===== config.mk =====
export PLATFORM = sky130hd
export DESIGN_NAME = addr_table_arbiter_flat
export DESIGN_NICKNAME = d
export VERILOG_FILES = /design/src/rtl/addr_table_arbiter_if.sv /design/src/rtl/addr_table_arbiter.sv /design/src/flat_wrapper.sv
export SDC_FILE = /design/constraint.sdc
export NUM_CORES = 1
export LEC_CHECK = 0
export CORE_UTILIZATION = 40
export CTS_CLUSTER_SIZE = 14
export DETAILED_ROUTE_END_ITERATION = 10
export PLACE_DENSITY = 0.58
export SLEW_MARGIN = 40
export SYNTH_ARGS = -nofsm -noshare
export SYNTH_HDL_FRONTEND = slang
export SYNTH_SLANG_ARGS = --single-unit

===== constraint.sdc =====
create_clock -name clk -period 3.2 [get_ports clk]
set_clock_uncertainty 0.05 [all_clocks]
set_input_delay 0.32 -clock clk [delete_from_list [all_inputs] [get_ports clk]]
set_output_delay 0.32 -clock clk [all_outputs]
set_load 0.005 [all_outputs]

===== src/rtl/addr_table_arbiter_if.sv =====
// Request/response bundle between the requesting datapath blocks and addr_table_arbiter.
// The master side drives requests. The slave side is the arbiter.
interface addr_table_arbiter_if #(
  parameter int unsigned NUM_REQ = 4,
  parameter int unsigned IDX_W   = 4,
  parameter int unsigned DATA_W  = 4
);
  localparam int unsigned ID_W = $clog2(NUM_REQ);

  logic [NUM_REQ-1:0]        req_valid;
  logic [NUM_REQ-1:0]        req_write;
  logic [NUM_REQ*IDX_W-1:0]  req_idx;
  logic [NUM_REQ*DATA_W-1:0] req_wdata;
  logic [NUM_REQ-1:0]        req_ready;
  logic                      rsp_valid;
  logic [ID_W-1:0]           rsp_id;
  logic [DATA_W-1:0]         rsp_rdata;
  logic [2*NUM_REQ-1:0]      status;
  logic                      flag;

  modport master (
    output req_valid, req_write, req_idx, req_wdata,
    input  req_ready, rsp_valid, rsp_id, rsp_rdata, status, flag
  );

  modport slave (
    input  req_valid, req_write, req_idx, req_wdata,
    output req_ready, rsp_valid, rsp_id, rsp_rdata, status, flag
  );
endinterface


===== src/rtl/addr_table_arbiter.sv =====
// Round-robin arbiter and access sequencer for a shared DEPTH x DATA_W address table.
// It serves one read or write per 3-cycle IDLE/ACCESS/RESP pass, and every output is registered.
module addr_table_arbiter #(
  parameter int unsigned NUM_REQ = 4,
  parameter int unsigned DEPTH   = 16,
  parameter int unsigned IDX_W   = 4,
  parameter int unsigned DATA_W  = 4
) (
  input  logic                clk,
  input  logic                rst_n,
  addr_table_arbiter_if.slave bus
);
  localparam int unsigned ID_W = $clog2(NUM_REQ);

  localparam logic [1:0] ST_CODE_IDLE   = 2'b00;
  localparam logic [1:0] ST_CODE_PEND   = 2'b01;
  localparam logic [1:0] ST_CODE_ACTIVE = 2'b10;
  localparam logic [1:0] ST_CODE_ERROR  = 2'b11;

  typedef enum logic [1:0] {
    ST_IDLE   = 2'd0,
    ST_ACCESS = 2'd1,
    ST_RESP   = 2'd2
  } state_t;

  state_t              state_q, state_d;
  logic [ID_W-1:0]     ptr_q, ptr_d;
  logic [ID_W-1:0]     gnt_id_q, gnt_id_d;
  logic                wr_q, wr_d;
  logic [IDX_W-1:0]    idx_q, idx_d;
  logic [DATA_W-1:0]   wdata_q, wdata_d;
  logic [DATA_W-1:0]   data_q, data_d;
  logic [NUM_REQ-1:0]  err_q, err_d;

  logic [NUM_REQ-1:0]   ready_q, ready_d;
  logic                 rsp_valid_q, rsp_valid_d;
  logic [ID_W-1:0]      rsp_id_q, rsp_id_d;
  logic [DATA_W-1:0]    rsp_rdata_q, rsp_rdata_d;
  logic [2*NUM_REQ-1:0] status_q, status_d;
  logic                 flag_q, flag_d;

  logic [DATA_W-1:0] table_q [DEPTH];
  logic              tbl_we;
  logic              in_range;

  logic              gnt_found;
  logic [ID_W-1:0]   gnt_sel;
  logic              sel_write;
  logic [IDX_W-1:0]  sel_idx;
  logic [DATA_W-1:0] sel_wdata;

  // First valid requester after the last winner, wrapping.
  always_comb begin : rr_pick
    int unsigned cand;
    gnt_found = 1'b0;
    gnt_sel   = '0;
    cand      = 0;
    for (int unsigned k = 1; k <= NUM_REQ; k++) begin
      cand = 32'(ptr_q) + k;
      if (cand >= NUM_REQ) cand = cand - NUM_REQ;
      if (!gnt_found && bus.req_valid[ID_W'(cand)]) begin
        gnt_found = 1'b1;
        gnt_sel   = ID_W'(cand);
      end
    end
  end

  // Fields of the selected requester.
  always_comb begin : sel_mux
    sel_write = 1'b0;
    sel_idx   = '0;
    sel_wdata = '0;
    for (int unsigned i = 0; i < NUM_REQ; i++) begin
      if (gnt_sel == ID_W'(i)) begin
        sel_write = bus.req_write[i];
        sel_idx   = bus.req_idx[i*IDX_W +: IDX_W];
        sel_wdata = bus.req_wdata[i*DATA_W +: DATA_W];
      end
    end
  end

  assign in_range = (32'(idx_q) < DEPTH);

  // Next-state logic. The output values are computed from the state the FSM is entering.
  always_comb begin : fsm_next
    state_d     = state_q;
    ptr_d       = ptr_q;
    gnt_id_d    = gnt_id_q;
    wr_d        = wr_q;
    idx_d       = idx_q;
    wdata_d     = wdata_q;
    data_d      = data_q;
    err_d       = err_q;
    tbl_we      = 1'b0;
    ready_d     = '0;
    rsp_valid_d = 1'b0;
    rsp_id_d    = '0;
    rsp_rdata_d = '0;
    status_d    = '0;
    flag_d      = 1'b0;

    case (state_q)
      ST_IDLE: begin
        if (gnt_found) begin
          ready_d[gnt_sel] = 1'b1;
          gnt_id_d         = gnt_sel;
          wr_d             = sel_write;
          idx_d            = sel_idx;
          wdata_d          = sel_wdata;
          ptr_d            = gnt_sel;
          err_d[gnt_sel]   = 1'b0;
          state_d          = ST_ACCESS;
        end
      end
      ST_ACCESS: begin
        if (in_range) begin
          if (wr_q) begin
            tbl_we = 1'b1;
            data_d = wdata_q;
          end else begin
            data_d = table_q[idx_q];
          end
        end else begin
          data_d          = '0;
          err_d[gnt_id_q] = 1'b1;
        end
        state_d = ST_RESP;
      end
      ST_RESP: begin
        rsp_valid_d = 1'b1;
        rsp_id_d    = gnt_id_q;
        rsp_rdata_d = data_q;
        state_d     = ST_IDLE;
      end
      default: state_d = ST_IDLE;
    endcase

    flag_d = (state_d != ST_IDLE);
    for (int unsigned i = 0; i < NUM_REQ; i++) begin
      if (flag_d && gnt_id_d == ID_W'(i))   status_d[2*i +: 2] = ST_CODE_ACTIVE;
      else if (err_d[i])                    status_d[2*i +: 2] = ST_CODE_ERROR;
      else if (bus.req_valid[i])            status_d[2*i +: 2] = ST_CODE_PEND;
      else                                  status_d[2*i +: 2] = ST_CODE_IDLE;
    end
  end

  always_ff @(posedge clk or negedge rst_n) begin : fsm_reg
    if (!rst_n) begin
      state_q     <= ST_IDLE;
      ptr_q       <= ID_W'(NUM_REQ - 1);
      gnt_id_q    <= '0;
      wr_q        <= 1'b0;
      idx_q       <= '0;
      wdata_q     <= '0;
      data_q      <= '0;
      err_q       <= '0;
      ready_q     <= '0;
      rsp_valid_q <= 1'b0;
      rsp_id_q    <= '0;
      rsp_rdata_q <= '0;
      status_q    <= '0;
      flag_q      <= 1'b0;
    end else begin
      state_q     <= state_d;
      ptr_q       <= ptr_d;
      gnt_id_q    <= gnt_id_d;
      wr_q        <= wr_d;
      idx_q       <= idx_d;
      wdata_q     <= wdata_d;
      data_q      <= data_d;
      err_q       <= err_d;
      ready_q     <= ready_d;
      rsp_valid_q <= rsp_valid_d;
      rsp_id_q    <= rsp_id_d;
      rsp_rdata_q <= rsp_rdata_d;
      status_q    <= status_d;
      flag_q      <= flag_d;
    end
  end

  always_ff @(posedge clk or negedge rst_n) begin : table_reg
    if (!rst_n) begin
      for (int unsigned e = 0; e < DEPTH; e++) table_q[e] <= '0;
    end else if (tbl_we) begin
      table_q[idx_q] <= wdata_q;
    end
  end

  assign bus.req_ready = ready_q;
  assign bus.rsp_valid = rsp_valid_q;
  assign bus.rsp_id    = rsp_id_q;
  assign bus.rsp_rdata = rsp_rdata_q;
  assign bus.status    = status_q;
  assign bus.flag      = flag_q;
endmodule


===== src/flat_wrapper.sv =====
// flat-port wrapper written by rule: the top's interface ports become plain ports
module addr_table_arbiter_flat 
#(
  parameter int unsigned NUM_REQ = 4,
  parameter int unsigned DEPTH   = 16,
  parameter int unsigned IDX_W   = 4,
  parameter int unsigned DATA_W  = 4
)
  (clk, rst_n, bus_req_valid, bus_req_write, bus_req_idx, bus_req_wdata, bus_req_ready, bus_rsp_valid, bus_rsp_id, bus_rsp_rdata, bus_status, bus_flag);
  addr_table_arbiter_if #(.NUM_REQ(NUM_REQ), .IDX_W(IDX_W), .DATA_W(DATA_W)) bus_i ();
  input  logic clk;
  input  logic rst_n;
  input wire logic [$bits(bus_i.req_valid)-1:0] bus_req_valid;
  input wire logic [$bits(bus_i.req_write)-1:0] bus_req_write;
  input wire logic [$bits(bus_i.req_idx)-1:0] bus_req_idx;
  input wire logic [$bits(bus_i.req_wdata)-1:0] bus_req_wdata;
  output wire logic [$bits(bus_i.req_ready)-1:0] bus_req_ready;
  output wire logic [$bits(bus_i.rsp_valid)-1:0] bus_rsp_valid;
  output wire logic [$bits(bus_i.rsp_id)-1:0] bus_rsp_id;
  output wire logic [$bits(bus_i.rsp_rdata)-1:0] bus_rsp_rdata;
  output wire logic [$bits(bus_i.status)-1:0] bus_status;
  output wire logic [$bits(bus_i.flag)-1:0] bus_flag;
  assign bus_i.req_valid = bus_req_valid;
  assign bus_i.req_write = bus_req_write;
  assign bus_i.req_idx = bus_req_idx;
  assign bus_i.req_wdata = bus_req_wdata;
  assign bus_req_ready = bus_i.req_ready;
  assign bus_rsp_valid = bus_i.rsp_valid;
  assign bus_rsp_id = bus_i.rsp_id;
  assign bus_rsp_rdata = bus_i.rsp_rdata;
  assign bus_status = bus_i.status;
  assign bus_flag = bus_i.flag;
  addr_table_arbiter #(.NUM_REQ(NUM_REQ), .DEPTH(DEPTH), .IDX_W(IDX_W), .DATA_W(DATA_W)) u_core (.clk(clk), .rst_n(rst_n), .bus(bus_i));
endmodule

# == Word-level counts from Yosys, hierarchy flattened ==
# Index checks and enable logic that the tools add are counted.
# op_classes
muxes,66
reduce_logical,17
n_eq_ne,8
bitwise,3
add_sub_neg,8
magnitude_cmp,12
# op_table
cell,count
$mux W4,17
$bwmux W64,1
$mux W2,20
$mux W1,20
$bmux W4 S4,1
$demux W4 S4,1
$lt A2 B3 Y1 const B,5
$eq A2 B2 Y1 const B,5
$ge A3 B3 Y1 const B,3
$logic_and A1 B1 Y1,9
$bmux W1 S2,4
$sub A2 B1 Y2 const B,4
$add A2 B2 Y3 const B,2
$eq A2 B1 Y1 const B,3
$logic_not A2 Y1,3
$ge A5 B5 Y1 const B,1
$lt A5 B1 Y1 const B,1
$not A4 Y5,1
$add A2 B3 Y4 const B,1
$and A4 B4 Y4,1
$ge A4 B3 Y1 const B,1
$not A4 Y4,1
$pmux W2 S2,1
$add A2 B1 Y3 const B,1
other kinds (5),7
# totals
ff_bits,107
wordCells,144
out_inout_bits,20
in_bits,42

# == Longest topological paths before layout ==
# Gate-level depths: netlist of the first run.
# depth
word_depth,25
depth_mapped,7
ltp_nobuf,6

# == Worst setup path before layout of the first run ==
# Ideal clock, no wire load.
# synth_timing
path_kind,register to register
from,register u_core.ptr_q[1]
to,register u_core.idx_q[3]
path_stages_with_launch,6
required_time_ns,3.027
slack_ns,1.375
path_buffers,1
period_less_slack_ns,1.825
setup_ns,0.123
arrival_time_ns,1.652
path_cell_list,dfstp_2 > nand3b_1 > a31oi_2 > buf_6 > mux2_2 > o221a_2
# synth_via
elab_chain_cells,20
word_cells_on_any_way,47
classes_between,add/sub: 8; order compare: 4; eq/ne: 3; mux: 24; reduce/logical: 8
# synth_lines
element,line_no,text
"start, declared",addr_table_arbiter.sv:27,"logic [ID_W-1:0] ptr_q, ptr_d;"
"start signal, assigned",addr_table_arbiter.sv:150,ptr_q <= ID_W'(NUM_REQ - 1);
"start signal, assigned",addr_table_arbiter.sv:165,ptr_q <= ptr_d;
$add A2 B1 Y3,addr_table_arbiter.sv:59,cand = 32'(ptr_q) + k;
$ge A3 B3 Y1 / $sub A2 B1 Y2 (equally long branches),addr_table_arbiter.sv:60,if (cand >= NUM_REQ) cand = cand - NUM_REQ;
$mux W2,addr_table_arbiter.sv:60,
$bmux W1 S2,addr_table_arbiter.sv:61,if (!gnt_found && bus.req_valid[ID_W'(cand)]) begin
$mux W1 (not written as such),addr_table_arbiter.sv:61,
$mux W1,addr_table_arbiter.sv:61,
$logic_not A1 Y1,addr_table_arbiter.sv:61,
$logic_and A1 B1 Y1,addr_table_arbiter.sv:61,
$mux W1,addr_table_arbiter.sv:61,
$logic_not A1 Y1,addr_table_arbiter.sv:61,
$logic_and A1 B1 Y1,addr_table_arbiter.sv:61,
$mux W1,addr_table_arbiter.sv:61,
$logic_not A1 Y1,addr_table_arbiter.sv:61,
$logic_and A1 B1 Y1,addr_table_arbiter.sv:61,
$mux W2,addr_table_arbiter.sv:61,
$logic_not A2 Y1,addr_table_arbiter.sv:74,if (gnt_sel == ID_W'(i)) begin
$mux W4 (4 in series),addr_table_arbiter.sv:74,
"end signal, assigned",addr_table_arbiter.sv:168,idx_q <= idx_d;
"end, declared",addr_table_arbiter.sv:30,"logic [IDX_W-1:0] idx_q, idx_d;"
# Several ways; a longest one is shown, not always the timed one. The select of a mux whose other input is x is not followed.
# A chain may end at the register's enable or synchronous reset.

# == Final worst setup path of the first run ==
# layout_timing
from,register u_core.state_q[1]
to,register u_core.table_q[54] (netlist name)
# layout_via
elab_chain_cells,2
# layout_lines
element,line_no,text
"start, declared",addr_table_arbiter.sv:26,"state_t state_q, state_d;"
"start signal, assigned",addr_table_arbiter.sv:164,state_q <= state_d;
$eq A2 B1 Y1,addr_table_arbiter.sv:102,case (state_q)
$mux W1,addr_table_arbiter.sv:102,
"end signal, assigned by index",addr_table_arbiter.sv:185,table_q[idx_q] <= wdata_q;
"end, declared",addr_table_arbiter.sv:42,logic [DATA_W-1:0] table_q [DEPTH];
# Every way passes these cells.

==> results.txt, run 1 <==
Placed Cells -> 544
Die Y -> 112.3 um
critical path type -> reg2reg
fin cells -> 561
DR vias/cell -> 5.472
first-pass GRT wire length -> 17.33 mm
Post-Syn Area -> 0.004865 mm^2
Final Util -> 51.20%
area grow syn2layout -> 22.22%
P per Cell Area -> 899.5 mW/mm^2
f_max -> 417.8 MHz
Detailed Route WL -> 10.34 mm
port buffer count -> 61
CTS Root Cell -> clkbuf_16
1st-iter DRT viols -> 144
post-synthesis instance total -> 354
final antenna-violating net count -> 0
crit path time final -> 2394 ps
worst-path cell chain -> and2b_1 -> buf_4 -> nand2_1 -> nor3b_1 -> nand2_1 -> mux2_2
unrepaired setup endpoints after global routing -> no
Max H-tree Level -> 3
max-slew violation count -> 0
simple-gate share of the synthesized area -> 7.767%
GRT overflow -> 0
Num CTS Buffers -> 9
Clk Latency, worst-skew pair -> 340 ps
setup bufs post-CTS -> 0
Initial Utilization -> 41.89%
CTS resizes -> 0
gr usage total -> 17.80%
Max-slew headroom -> 51.65%
Longest Clk Path Bufs -> 2
Hold Vio Cnt, Final -> 0
Die W -> 112.3 um
CTS tree -> yes
Adder-Cell Fraction of Synth Area -> 0%
internal power -> 3587 uW
outcome -> complete, but fails checks
MaxCap Viol Count -> 0
Buffers & Inverters on Critical Path -> 1
final setup violation count -> 0
Core Region -> 0.01161 mm^2
period utilization -> 74.80%
power share of the clock group -> 22.3%
via count -> 3,070
leakage power -> 0.002615 uW
Critical Path Max Stage Delay -> 600 ps
I/O pin total -> 62
CP most frequent cell -> nand2_1
drt wl/cell -> 18.43 um
initial antenna violation count -> 0
pin count of the biggest net entering global routing -> 56
Post-Syn Nets -> 396
compound-cell area share of the yosys netlist -> 8.385%
Nets -> 455
layout cells sized above 1 -> 29.90%
worst-path maximum fanout -> 12
CTS Hold Bufs -> 1
CP arrival -> 2560 ps
vias in the first global route -> 3,178
Switching Fraction -> 32.94%
maximum vdd drop -> 0.0004576 V
worst hold slack -> 437.0 ps
post-synthesis xor/xnor area fraction -> 0%
clk slew on worst S/H paths -> 70 ps
DRT Pass-1 Iters -> 7
mux contribution to synthesized area -> 26.26%
n_diodes -> 0
Yosys warning total -> 0
die area -> 0.01261 mm^2
Slew @ Worst Pin -> 725.2 ps
main combinational cell family by area after synthesis -> multiplexers
CP required -> 3370 ps
DRC viols -> 5
CP startpoint kind -> register
Slowest-stage cell, CP -> nor3b_1
CP endpoint kind -> register
post-synthesis sequential area ratio -> 55.09%
TritonCTS Sinks -> 107
failing checks -> DRC
crit-path leading delay family -> simple AND/OR/NAND/NOR gates
Final TNS setup -> 0 ps
Flop pwr share -> 44.1%
logic gate share of total power -> 33.6%
Yosys cell types -> 45
Net Sw Power -> 1761 uW
dpl hpwl -> 7.122 mm
post-synthesis area per instance -> 13.74 um^2
worst min-delay path class -> reg2reg
FF+latch count, synth -> 107
Site Rows -> 39
gpl congestion -> 0.7589
## layout make-up
| cell class | instances | area [um^2] |
|---|---|---|
| well taps | 143 | 178.9 |
| repair buffers | 67 | 680.7 |
| clock buffers | 10 | 229.0 |
| inverters | 5 | 18.77 |
| clock inverters | 6 | 95.09 |
| flip-flops and latches | 107 | 2680 |
| fillers | 1005 | 5668 |
| multi-input cells | 223 | 2063 |
## sequential cells by signal (all words and copies together), names as in the netlist
register,flops
u_core.idx_q,4
u_core.bus.rsp_valid,1
u_core.wdata_q,4
u_core.err_q,4
u_core.state_q,2
u_core.ptr_q,2
u_core.bus.req_ready,4
u_core.wr_q,1
u_core.table_q,64
u_core.bus.rsp_id,2
u_core.bus.flag,1
u_core.data_q,4
u_core.gnt_id_q,2
u_core.bus.status,8
u_core.bus.rsp_rdata,4
## logic make-up after synthesis
group | after synthesis
flops | 107
mux | 99
simple gates | 69
compound gates | 55
buf+inv | 24
## per-layer routing
| layer | wire [um] | share of wire, % | vias to the layer above | global-route usage [%] |
|---|---|---|---|---|
| met1 | 4552 | 44 | 1548 | 23.49 |
| met5 | 0 | 0 | - | 0 |
| met3 | 476 | 4.6 | 7 | 3.672 |
| met4 | 65 | 0.63 | 0 | 4.000 |
| li1 | - | - | 1436 | - |
| met2 | 5243 | 51 | 79 | 30.35 |
## worst reg2reg max path, delay by kind of cell, from the launching register on
kind                   cells  cell delay, ps
buffers and inverters      1             160
AND/OR/NAND/NOR            4            1200
multiplexers               1             340
flip-flops                 1             510
## cell usage after synthesis (all sizes together)
library cell    n  area [um^2]
a21bo           1        10.01
a21o            1        7.510
a21oi          14        70.07
a22oi           8        60.06
a31oi           3        25.02
a32oi           2        17.52
and2            7        43.80
and2b           1        7.510
and3            2        12.51
and4            1        8.760
buf            11        72.56
clkbuf          8        30.03
dfrtp         105         2628
dfstp           2        52.55
inv             5        18.76
mux2           69        777.0
mux2i          14        140.1
mux4           16        360.4
nand2          17        66.32
nand2b          5        31.28
nand3           5        25.02
nand3b          1        7.510
nand4b          1        8.760
nor2           19        78.83
nor2b           3        18.77
nor3            2        26.28
nor3b           1        7.510
nor4            1        6.260
o21a            6        45.04
o21ai           2        10.01
o21bai          4        30.03
o221a           5        56.30
o221ai          4        35.03
o22a            4        35.03
o22ai           1        6.260
or2             1        6.260
or3             2        22.52
## cell usage in the layout, fill, tap and decap left out, types with 2 or more instances in the layout
cell type,netlist,layout
a21oi_1,14,14
a22oi_1,8,8
a31oi_1,2,2
a32oi_1,2,2
and2_1,6,6
and3_1,2,2
buf_12,0,2
buf_4,2,4
bufinv_16,0,2
clkbuf_16,0,9
clkdlybuf4s50_1,0,60
dfrtp_1,105,105
dfstp_2,2,2
inv_1,4,4
inv_6,0,3
mux2_2,69,69
mux2i_1,14,14
mux4_2,16,16
nand2_1,16,16
nand2b_1,5,5
nand3_1,5,5
nor2_1,16,16
nor2_2,3,3
nor2b_1,3,3
o21a_1,6,6
o21ai_0,2,2
o21bai_1,4,4
o221a_2,5,5
o221ai_1,4,4
o22a_1,4,4
or3_4,2,2
## power groups by stage
stage | Sequential [uW] | Combinational (uW) | Clock [uW]
floorplan | 2100 | 1450 | 0
global placement | 2380 | 1780 | 0
detailed placement | 2390 | 1800 | 0
CTS | 2360 | 1810 | 1230
global route | 2440 | 1960 | 1280
finish | 2360 | 1800 | 1190
## path summary, 6_finish.rpt
kind                                              start  cells after the start  slack, ps                                end
max                         u_core.state_q[1]$_DFF_PN0_                      6        810     u_core.table_q[54]$_DFFE_PN0P_
min                        u_core.data_q[2]$_DFFE_PN0N_                      1        440  u_core.bus.rsp_rdata[2]$_DFF_PN0_
max reg2reg                 u_core.state_q[1]$_DFF_PN0_                      6        810     u_core.table_q[54]$_DFFE_PN0P_
min reg2reg                u_core.data_q[2]$_DFFE_PN0N_                      1        440  u_core.bus.rsp_rdata[2]$_DFF_PN0_
max in group asynchronous                         rst_n                      3       1830     u_core.table_q[37]$_DFFE_PN0P_
min in group asynchronous                         rst_n                      2        520     u_core.bus.status[6]$_DFF_PN0_
## through the flow
stage | total power [uW] | setup slack [ps] | cell area, um^2
global route | 5683 | 641.0 | 5946
floorplan | 3548 | 1375 | 4865
finish | 5348 | 806.4 | 5946
detailed placement | 4186 | 714.1 | 5612
global placement | 4161 | 741.0 | 5612
CTS | 5401 | 834.6 | 5946
Note: power is estimated with default switching activity, not from simulation.
==> run 2: changes to the inputs <==
--- a/config.mk
+++ b/config.mk
@@ -8,7 +8,7 @@
 export CORE_UTILIZATION = 40
 export CTS_CLUSTER_SIZE = 14
 export DETAILED_ROUTE_END_ITERATION = 10
-export PLACE_DENSITY = 0.58
+export PLACE_DENSITY = 0.6
 export SLEW_MARGIN = 40
 export SYNTH_ARGS = -nofsm -noshare
 export SYNTH_HDL_FRONTEND = slang
==> constraint.sdc (replaced) <==
create_clock -name clk -period 2.1 [get_ports clk]
set_clock_uncertainty 0.05 [all_clocks]
set_input_delay 0.21 -clock clk [delete_from_list [all_inputs] [get_ports clk]]
set_output_delay 0.21 -clock clk [all_outputs]
set_load 0.005 [all_outputs]
==> run 2 against run 1 <==
  * Combinational power grew 73%
  * The run still ends with DRC left
  * Power grew 56%
  * Wire length shrank 1.4%
  * Largest power group unchanged
  * Sequential share of layout area shrank 1.2 points
==> results.txt, run 2 (same netlist as run 1, synthesis figures left out) <==
outcome -> complete, but fails checks (unchanged)
failing checks -> DRC (unchanged)
Num CTS Buffers -> 9 (unchanged)
CP endpoint kind -> register (unchanged)
Max-slew headroom -> 53.91% (was 51.65%)
Top reg by flops -> u_core.table_q (unchanged)
port buffer count -> 61 (unchanged)
Die Y -> 112.3 um (unchanged)
clk slew on worst S/H paths -> 70 ps (about the same)
Hold Vio Cnt, Final -> 0 (unchanged)
GR Util met3 -> 4.050% (was 3.672%)
CTS tree -> yes (unchanged)
1st-iter DRT viols -> 139 (was 144)
Slew @ Worst Pin -> 691.4 ps (was 725.2 ps)
f_max -> 515.9 MHz (was 417.8 MHz)
met2 layer usage reported by global route -> 30.56% (was 30.35%)
CP arrival -> 2130 ps (was 2560 ps)
Final TNS setup -> 0 ps (unchanged)
total power -> 8329 uW (was 5348 uW)
GRT overflow -> 0 (unchanged)
Clk Latency, worst-skew pair -> 350 ps (was 340 ps)
leakage power -> 0.002713 uW (was 0.002615 uW)
maximum vdd drop -> 0.0008641 V (was 0.0004576 V)
final antenna-violating net count -> 0 (unchanged)
Worst R2R Path Depth -> 5 (was 6)
pin count of the biggest net entering global routing -> 108 (was 56)
dpl hpwl -> 7.189 mm (was 7.122 mm)
max FFs per register -> 64 (unchanged)
Max H-tree Level -> 3 (unchanged)
CTS Root Cell -> clkbuf_16 (unchanged)
crit path time final -> 1938 ps (was 2394 ps)
vias in the first global route -> 3,286 (was 3,178)
GR Layer Usage met1 -> 22.49% (was 23.49%)
Nets -> 475 (was 455)
TritonCTS Sinks -> 107 (unchanged)
die area -> 0.01261 mm^2 (unchanged)
initial antenna violation count -> 0 (unchanged)
layout cells sized above 1 -> 33.33% (was 29.90%)
P per Cell Area -> 1362 mW/mm^2 (was 899.5 mW/mm^2)
gpl congestion -> 0.7713 (was 0.7589)
area grow syn2layout -> 25.69% (was 22.22%)
CP startpoint kind -> register (unchanged)
global route hottest layer -> met2 (unchanged)
I/O pin total -> 62 (unchanged)
worst min-delay path class -> in2async (was reg2reg)
Die W -> 112.3 um (unchanged)
unrepaired setup endpoints after global routing -> no (unchanged)
n_diodes -> 0 (unchanged)
period utilization -> 92.30% (was 74.80%)
Final Util -> 52.65% (was 51.20%)
setup bufs post-CTS -> 0 (unchanged)
via count -> 3,102 (was 3,070)
Longest Clk Path Bufs -> 2 (unchanged)
Site Rows -> 39 (unchanged)
worst r2r src -> u_core.ptr_q[1]$_DFFE_PN1P_ (was u_core.state_q[1]$_DFF_PN0_)
gr usage total -> 17.86% (was 17.80%)
max-slew violation count -> 0 (unchanged)
worst-path maximum fanout -> 11 (was 12)
FILL cells -> 1,012 (was 1,005)
commonest non-fill, non-tap cell in the layout -> dfrtp_1 (unchanged)
r2r setup slk -> 160 ps (was 810 ps)
DRT Pass-1 Iters -> 10 (was 7)
Initial Utilization -> 41.89% (unchanged)
Core Region -> 0.01161 mm^2 (unchanged)
final setup violation count -> 0 (unchanged)
Detailed Route WL -> 10.19 mm (was 10.34 mm)
first-pass GRT wire length -> 17.15 mm (was 17.33 mm)
drt wl/cell -> 17.54 um (was 18.43 um)
critical path type -> reg2reg (unchanged)
DRC viols -> 7 (was 5)
MaxCap Viol Count -> 0 (unchanged)
capturing point of the worst reg2reg path -> u_core.bus.status[4]$_DFF_PN0_ (was u_core.table_q[54]$_DFFE_PN0P_)
DR vias/cell -> 5.339 (was 5.472)
commonest cells after routing, fill and taps aside -> dfrtp_1, mux2_2, clkdlybuf4s50_1 (unchanged)
CP required -> 2290 ps (was 3370 ps)
-- run 2: changes by cell type in the layout (fill, tap and decap cells not counted), moves of 2 or more --
cell      before  now
buf_4          4   22
inv_6          3    0
buf_12         2    4
clkinv_2       0    2
-- run 2: worst max-delay path: stages, from the launching register on --
cell,delay [ps]
dfstp_2,590
mux2i_1,200
o22ai_1,120
or2_2,410
o21a_1,260
o22a_1,200
-- run 2: cell type report --
cell class	count	area (um^2)	share of cell area (%)
sequential	107	2680	43.83
multi-input combinational	223	2071	33.87
clock inverter	5	77.57	1.269
clock buffer	11	232.7	3.806
tap	143	178.9	2.926
inverter	5	18.77	0.3069
timing repair buffer	87	855.8	14.00
-- run 2: layer usage --
| layer | part of all wire (%) | vias up |
|---|---|---|
| li1 | - | 1464 |
| met1 | 44 | 1592 |
| met4 | 1.4 | 0 |
| met2 | 52 | 34 |
| met3 | 2.8 | 12 |
| met5 | 0 | - |
-- run 2: how the worst max path moves through the flow --
stage,from,to,depth (start not counted)
floorplan,u_core.ptr_q[1]$_DFFE_PN1P_,u_core.idx_q[3]$_DFFE_PN0P_,5
global placement,bus_req_valid[1],u_core.idx_q[0]$_DFFE_PN0P_,8
detailed placement,bus_req_valid[3],u_core.idx_q[1]$_DFFE_PN0P_,6
CTS,u_core.idx_q[0]$_DFFE_PN0P_,u_core.data_q[1]$_DFFE_PN0N_,6
global route,u_core.ptr_q[1]$_DFFE_PN1P_,u_core.bus.status[6]$_DFF_PN0_,5
finish,u_core.ptr_q[1]$_DFFE_PN1P_,u_core.bus.status[4]$_DFF_PN0_,5
-- run 2: through the flow --
stage	worst slack, ps	std cells	instance area (um^2)	hold WS (ps)
finish	161.7	581	6115	423.6
global route	9.730	581	6115	454.6
CTS	110.5	581	6107	433.7
detailed placement	13.10	564	5787	273.8
global placement	28.35	564	5787	273.2
floorplan	275.5	354	4865	-135.6
-- run 2: power breakdown --
group	switching [uW]	leakage (uW)	internal [uW]
Combinational	1330	0.00118	1790
Sequential	625	0.00139	2830
Clock	721	0.000150	1040
-- run 2: repair_timing --
item                       4_1_cts  5_1_grt
gates resized for setup          0        2
setup endpoints to repair        0        5
hold buffers                     1        0
hold endpoints to repair       105        0
